`config.mk`:
```
export PLATFORM = sky130hd
export DESIGN_NAME = regfile_dump
export DESIGN_NICKNAME = d
export VERILOG_FILES = /design/src/rtl/regfile_pkg.sv /design/src/rtl/regfile_dump_fsm.sv /design/src/rtl/regfile_dump.sv
export SDC_FILE = /design/constraint.sdc
export NUM_CORES = 2
export LEC_CHECK = 0
export CORE_MARGIN = 4
export CORE_UTILIZATION = 57
export CTS_CLUSTER_SIZE = 16
export DETAILED_ROUTE_END_ITERATION = 8
export GPL_TIMING_DRIVEN = 1
export PLACE_DENSITY_LB_ADDON = 0.2
export SYNTH_ARGS = -nofsm -noshare
export SYNTH_HDL_FRONTEND = slang
export SYNTH_HIERARCHICAL = 1
export SYNTH_SLANG_ARGS = --single-unit
```
`constraint.sdc`:
```
create_clock -name clk -period 3.62 [get_ports clk]
set_clock_uncertainty 0.2 [all_clocks]
set_input_delay 0.905 -clock clk [delete_from_list [all_inputs] [get_ports clk]]
set_output_delay 0.905 -clock clk [all_outputs]
set_load 0.005 [all_outputs]
```
`src/rtl/regfile_pkg.sv`:
```
// regfile_pkg: shared sizes, dump FSM states and the XZR/bypass read rule
package regfile_pkg;
  localparam int N = 64;
  localparam int REG_CNT = 32;
  localparam logic [4:0] XZR_IDX = 5'd31;
  typedef enum logic [1:0] {IDLE, STREAM, DONE} dump_state_t;
  typedef logic [REG_CNT-1:0][N-1:0] reg_arr_t;
  function automatic logic [N-1:0] reg_read(
    input reg_arr_t       arr,
    input logic [4:0]     addr,
    input logic           we,
    input logic [4:0]     wa,
    input logic [N-1:0]   wd
  );
    return (addr == XZR_IDX) ? '0 : (we && wa == addr) ? wd : arr[addr];
  endfunction
endpackage

```
`src/rtl/regfile_dump_fsm.sv`:
```
// regfile_dump_fsm: dump sequencer producing the register index and valid/done strobes
module regfile_dump_fsm
  import regfile_pkg::*;
(
  input  logic       clk,
  input  logic       reset,
  input  logic       dump_start,
  input  logic       dump_ready,
  output logic       dump_valid,
  output logic       dump_done,
  output logic [4:0] dump_idx
);
  dump_state_t r_state;
  logic        r_valid;
  logic        r_done;
  logic [4:0]  r_idx;
  always_ff @(posedge clk or negedge reset)
    if (!reset) begin
      r_state <= IDLE;
      r_valid <= 1'b0;
      r_done  <= 1'b0;
      r_idx   <= '0;
    end else begin
      case (r_state)
        IDLE: if (dump_start) begin
          r_state <= STREAM;
          r_valid <= 1'b1;
          r_idx   <= '0;
        end
        STREAM: if (dump_ready) begin
          if (r_idx == XZR_IDX) begin
            r_state <= DONE;
            r_valid <= 1'b0;
            r_done  <= 1'b1;
          end else r_idx <= r_idx + 5'd1;
        end
        DONE: begin
          r_state <= IDLE;
          r_done  <= 1'b0;
          r_idx   <= '0;
        end
        default: begin
          r_state <= IDLE;
          r_valid <= 1'b0;
          r_done  <= 1'b0;
          r_idx   <= '0;
        end
      endcase
    end
  assign dump_valid = r_valid;
  assign dump_done  = r_done;
  assign dump_idx   = r_idx;
endmodule

```
`src/rtl/regfile_dump.sv`:
```
// regfile_dump: LEGv8 register file with XZR, write-through reads and a valid/ready state dump
module regfile_dump
  import regfile_pkg::*;
(
  input  logic         clk,
  input  logic         reset,
  input  logic [4:0]   ra1,
  input  logic [4:0]   ra2,
  output logic [N-1:0] rd1,
  output logic [N-1:0] rd2,
  input  logic         we3,
  input  logic [4:0]   wa3,
  input  logic [N-1:0] wd3,
  input  logic         dump_start,
  output logic         dump_valid,
  input  logic         dump_ready,
  output logic [4:0]   dump_idx,
  output logic [N-1:0] dump_data,
  output logic         dump_done
);
  reg_arr_t   r_x;
  logic [4:0] w_idx;
  always_ff @(posedge clk or negedge reset)
    if (!reset) for (int i = 0; i < REG_CNT; i++) r_x[i] <= N'(i);
    else if (we3 && wa3 != XZR_IDX) r_x[wa3] <= wd3;
  assign rd1       = reg_read(r_x, ra1, we3, wa3, wd3);
  assign rd2       = reg_read(r_x, ra2, we3, wa3, wd3);
  assign dump_data = reg_read(r_x, w_idx, we3, wa3, wd3);
  assign dump_idx  = w_idx;
  regfile_dump_fsm u_fsm (
    .clk        (clk),
    .reset      (reset),
    .dump_start (dump_start),
    .dump_ready (dump_ready),
    .dump_valid (dump_valid),
    .dump_done  (dump_done),
    .dump_idx   (w_idx)
  );
endmodule
```
# Word level (Yosys, flattened, before mapping)
# Cells that the tools add are included.
# totals
regBits,2057
latchBits,0
ram_bits,0
romBits,0
input_bits,84
output_inout_bits,199
elab_cells,97
mem_count,0
# op_classes
addsub,1
multipliers,0
n_div,0
order_cmp,5
n_eq_ne,13
shifts,0
n_mux,30
n_bitwise,2
n_reduce_logical,10
# ops
op,n
bitwise mux 2048 bit,1
binary-select mux 64 bit (select 5 bit),3
2-to-1 mux 64 bit,10
demux 64 bit (select 5 bit),1
"< comparator 5 x 6 -> 1 bit, second input constant",4
== test 5 bit,3
"== test 5 bit, second input constant",3
2-to-1 mux 5 bit,3
case mux 5 bit (2 select lines),1
AND reduction 3 bit,3
"!= test 2 bit, second input constant",4
2-to-1 mux 2 bit,3
"adder 5 x 1 -> 5 bit, second input constant",1
"greater-or-equal comparator 5 x 1 -> 1 bit, second input constant",1
logical AND 1 bit,5
2-to-1 mux 1 bit,5
"!= test 5 bit, second input constant",1
case mux 2 bit (2 select lines),1
AND reduction 4 bit,1
case mux 1 bit (3 select lines),1
"== test 2 x 1 -> 1 bit, second input constant",1
"== test 2 bit, second input constant",1
zero test 2 bit,1
inverter 1 bit,2
case mux 1 bit (2 select lines),1

# Longest topological paths before layout
# depth
word_depth,5
depth_mapped,10
mapped_depth_nobuf,7

# By module
# Netlist, hierarchy kept.
# by_module_without_submodules
mod,instances,cells_each,area_each_um2,seq_area_each_um2
regfile_dump,1,8251,124708.4,51349.2
regfile_dump_fsm,1,47,476.7,225.2

# Least setup slack after synthesis
# Ideal clock, no wire load.
# synth_timing
path_type,input port to output port
start,input port ra2[2]
end,output port rd2[30]
arrival_time_ns,2.541
required_ns,2.515
setup_slack_ns,-0.026
cell_stages,7
n_path_buf,3
path_cell_list,buf_4 -> buf_2 -> clkbuf_1 -> mux4_2 -> mux4_2 -> nor3_1 -> nor4_1
# synth_via
elab_chain_len,4
word_cells_on_any_way,7
cone_classes,2 x eq/ne; 4 x mux; 1 x reduce/logical
# synth_rtl
item,line_no,source
"start, declared",regfile_dump.sv:8,"input logic [4:0] ra2,"
binary-select mux 64 bit (select 5 bit) or == test 5 bit (tied branches),regfile_pkg.sv:15,return (addr == XZR_IDX) ? '0 : (we && wa == addr) ? wd : arr[addr];
2-to-1 mux 64 bit (not written as such) or logical AND 1 bit (tied branches),regfile_pkg.sv:15,
2-to-1 mux 64 bit,regfile_pkg.sv:15,
2-to-1 mux 64 bit (*),regfile_pkg.sv:15,
"end, declared",regfile_dump.sv:10,"output logic [N-1:0] rd2,"
# Mark *: on every way between the ends. The rest lies on a longest branch, timed or not. The select of a mux whose other input is x is not followed.

# Worst setup path in the final report
# layout_timing
start,"register u_fsm.r_idx[1], in the netlist u_fsm/dump_idx[1]"
end,output port dump_data[63]
# layout_via
elab_chain_len,4
word_cells_on_any_way,7
cone_classes,2 x eq/ne; 4 x mux; 1 x reduce/logical
# layout_rtl
item,line_no,source
"start, declared",regfile_dump_fsm.sv:16,logic [4:0] r_idx;
"start signal, assigned",regfile_dump_fsm.sv:35,end else r_idx <= r_idx + 5'd1;
binary-select mux 64 bit (select 5 bit) or == test 5 bit (tied branches),regfile_pkg.sv:15,
2-to-1 mux 64 bit (not written as such) or logical AND 1 bit (tied branches),regfile_pkg.sv:15,
2-to-1 mux 64 bit,regfile_pkg.sv:15,
2-to-1 mux 64 bit (*),regfile_pkg.sv:15,
"end, declared",regfile_dump.sv:18,"output logic [N-1:0] dump_data,"
# Marked as above.

==> results.md <==
* Top FF cell, synth: dfrtp_1
* Pwr dens at 615 mW/mm²
* CTS clock-pin slew for the worst setup and hold paths at 60 ps
* IO Count at 283
* Slowest CP cell: dfrtp_4
* Final core area utilization at 0.740
* Syn_nets at 8,384
* H-tree levels at 4
* Total CTS buffers at 222
* Tmin final at 4580 ps
* EDFF count, synth at 0
* Met3 Usage GRT at 0.163
* DR WL/cell at 38.8 µm
* Standard-cell rows at 171
* Req. time, crit path at 2510 ps
* Fill count at 12,600
* CTS tree: done
* Final count of hold timing violations at 0
* Share of layout cells above drive strength 1 at 0.486
* Tot GR Track Use at 0.418
* Crit Path Max Fanout at 7
* Crit end category: primary output
* WP data arrival at 3470 ps
* Synth warn at 6
* Setup violators final at 192
* CP cell instances: buf_12 > buf_6 > buf_12 > buf_4 > mux4_2 > mux4_2 > nor2_4 > nor3_2 > buf_6 > buf_6
* Ys async rst share at 1.00
* Met2 Use GR at 0.604
* Buffers on Ports at 282
* Initial core utilization at 0.575
* Failing checks: negative setup slack
* Height of the die at 477 µm
* Post-synth cell types at 53
* Mapped Avg Cell Area at 15.1 µm²
* NetSw at 34.1 mW
* Pins Over Slew Limit at 0
* M1 GR Usage at 0.533
* Nets at 9,619
* Number of global-route vias before repair at 97,700
* Post-synthesis cell area at 0.125 mm²
* # Max-Cap Violations at 0
* Routed Antenna Nets at 0
* Unrepaired setup endpoints after global routing: yes
* Synth-to-Final Area Change at 28.7%
* Vias per Instance at 7.64
* Clock latency on the worst-skew pair at 870 ps
* Setup crit end: dump_data[63]
* Core area at 0.218 mm²
* Seq. cell area at 0.0516 mm²
* GRT Residual Overflow at 0
* First-pass GRT wire length at 693 mm
* Slew margin rel. at 0.304
* Reg2reg start: u_fsm/dump_idx[0]
* Die width at 477 µm
* Register area share after synthesis at 0.412
* Vias at 96,200
* Gpl congestion at 0.920
* Root buffer cell: clkbuf_16
* Grt peak-use layer: met2
* Sw Ratio at 0.344
* Power Internal at 64.9 mW
* Initial antenna violation count at 14
* FF-to-FF setup slack at 500 ps
* Remaining DRCs at 0
* Most used cell, CP: buf_6
* Number of synthesized register bits at 2,057
* Critical path class: flop to primary output
* Reg2reg end: u_fsm/dump_idx[4]
* Status: finished with violations
* Largest net degree at the start of global routing at 111
* Syn Inst Count at 8,298
* Die Outline Area at 0.227 mm²
* CP Launch Type: flop
* Initial DRC count at 13,800
* Max VDD drop at 0.000516 V
* Fmax at 218 MHz
* Pwr Total at 99.0 mW
* # clock sinks at 2,057
* Worst setup path startpoint: u_fsm/dump_idx[1]
* Slowest Stage Delay on Critical Path at 550 ps
* Drt total wl at 488 mm
* Worst R2R Path Depth at 12
* Sequential Power Share at 0.325
* Tcrit/Tclk final at 1.26
* Setup ws final at -959 ps
* Clk network pwr share at 0.251
* Post-DP HPWL at 303 mm
* Combinational Power Share at 0.424
* Slew @ Worst Pin at 1040 ps
* Multi-input logic area at 0.0729 mm²
* Hold Crit Class: flop to flop
* Number of detailed-routing iterations run before antenna repair at 8
* CTS max path bufs at 3
* Leakage at 69.5 nW
area by class of cell:
cell class	count	share of cell area
inverters	7	0.000163
repair buffers	2043	0.156
multi-input cells	5202	0.452
well taps	2854	0.0222
clock inverters	108	0.0100
flip-flops and latches	2057	0.320
clock buffers	307	0.0391
diodes	13	0.000202
power by group through the flow:
| stage | registers (mW) | clock network (mW) | logic, mW |
|---|---|---|---|
| final | 32.2 | 24.9 | 42.0 |
| after global routing | 32.6 | 25.9 | 43.4 |
| after CTS | 31.7 | 24.9 | 38.4 |
| after detailed placement | 32.1 | 0 | 34.9 |
| after global placement | 31.6 | 0 | 34.4 |
| after floorplan | 30.5 | 0 | 21.2 |
registers in the layout (all words and copies together), names as in the netlist:
name	count
u_fsm/dump_idx	5
u_fsm/dump_done	1
u_fsm/r_state	2
r_x	2048
u_fsm/dump_valid	1
cell usage in the layout (no fill, tap or decap), types with 28 or more instances in the layout:
| cell type | count |
|---|---|
| o22ai_4 | 28 |
| clkbuf_8 | 44 |
| mux2i_2 | 37 |
| mux2_1 | 1953 |
| buf_6 | 193 |
| clkbuf_16 | 238 |
| o21ai_1 | 42 |
| buf_8 | 107 |
| o22ai_1 | 303 |
| dfrtp_1 | 1973 |
| mux2i_1 | 142 |
| nor3_4 | 42 |
| dfstp_2 | 80 |
| buf_16 | 75 |
| clkbuf_1 | 42 |
| o21a_1 | 50 |
| buf_4 | 868 |
| o21ai_2 | 47 |
| bufinv_16 | 33 |
| nor2_4 | 54 |
| buf_2 | 160 |
| clkinv_2 | 41 |
| buf_12 | 521 |
| nor3_2 | 80 |
| mux4_2 | 1664 |
| clkdlybuf4s50_1 | 72 |
| o21ai_0 | 53 |
| nor2_1 | 255 |
| nor2_2 | 91 |
| o22ai_2 | 119 |
stage by stage:
stage	cell area, µm²	cells	worst slack (ps)	hold WS, ps	setup TNS, ps
4_1_cts	157000	12400	-1220	181	-133290
3_5_place_dp	141000	11600	-1450	172	-225420
3_3_place_gp	141000	11600	-1400	167	-219800
2_1_floorplan	125000	8298	-8.10	238	-465
5_1_grt	161000	12600	-1010	186	-126420
6_report	161000	12600	-959	182	-118360
cells in the mapped netlist (59+ instances only):
| cell type | n | area, µm² |
|---|---|---|
| mux4_2 | 1664 | 37500 |
| o21a_1 | 61 | 458 |
| buf_2 | 370 | 1850 |
| mux2i_1 | 193 | 1930 |
| clkbuf_1 | 494 | 1850 |
| nor3_1 | 135 | 676 |
| dfstp_2 | 80 | 2100 |
| o22ai_1 | 450 | 2820 |
| mux2_1 | 1953 | 22000 |
| o21ai_0 | 127 | 636 |
| nor4_1 | 59 | 369 |
| buf_1 | 104 | 390 |
| dfrtp_1 | 1977 | 49500 |
| nor2_1 | 388 | 1460 |
worst min path at each step:
stage,start,endpoint,slack (ps),depth (start not counted)
after global routing,r_x[1988],r_x[1988],190,0
after detailed placement,r_x[1988],r_x[1988],170,0
final,r_x[1988],r_x[1988],180,0
after floorplan,r_x[1984],r_x[1984],240,1
after global placement,r_x[1988],r_x[1988],170,0
after CTS,r_x[1988],r_x[1988],180,0
worst max-delay path, delay by kind of cell (launching register included):
kind | cells | cell delay (ps)
muxes | 2 | 980
and+or+nand+nor | 2 | 190
DFF | 1 | 550
buffers and inverters | 6 | 860
what timing repair did:
action,in CTS,in global routing
pin swaps,242,301
hold endpoints to repair,33,0
hold buffers,1,0
gates cloned,56,19
setup buffers,399,234
gates resized for setup,1459,809
setup endpoints to repair,196,194
routing by layer:
| metal | vias up | part of all wire | wire [µm] |
|---|---|---|---|
| met2 | 8189 | 0.44 | 214000 |
| met5 | - | 0.00061 | 298 |
| met4 | 12 | 0.078 | 38000 |
| met3 | 2040 | 0.14 | 70100 |
| met1 | 50300 | 0.34 | 166000 |
| li1 | 35700 | - | - |
kinds of logic after synthesis:
family          synth area share
buf+inv                   0.0373
fa+ha+maj               0.000200
flops                      0.412
mux                        0.492
xor+xnor                 0.00111
compound gates            0.0331
simple gates              0.0244
Power figures use the tool's default switching activity.
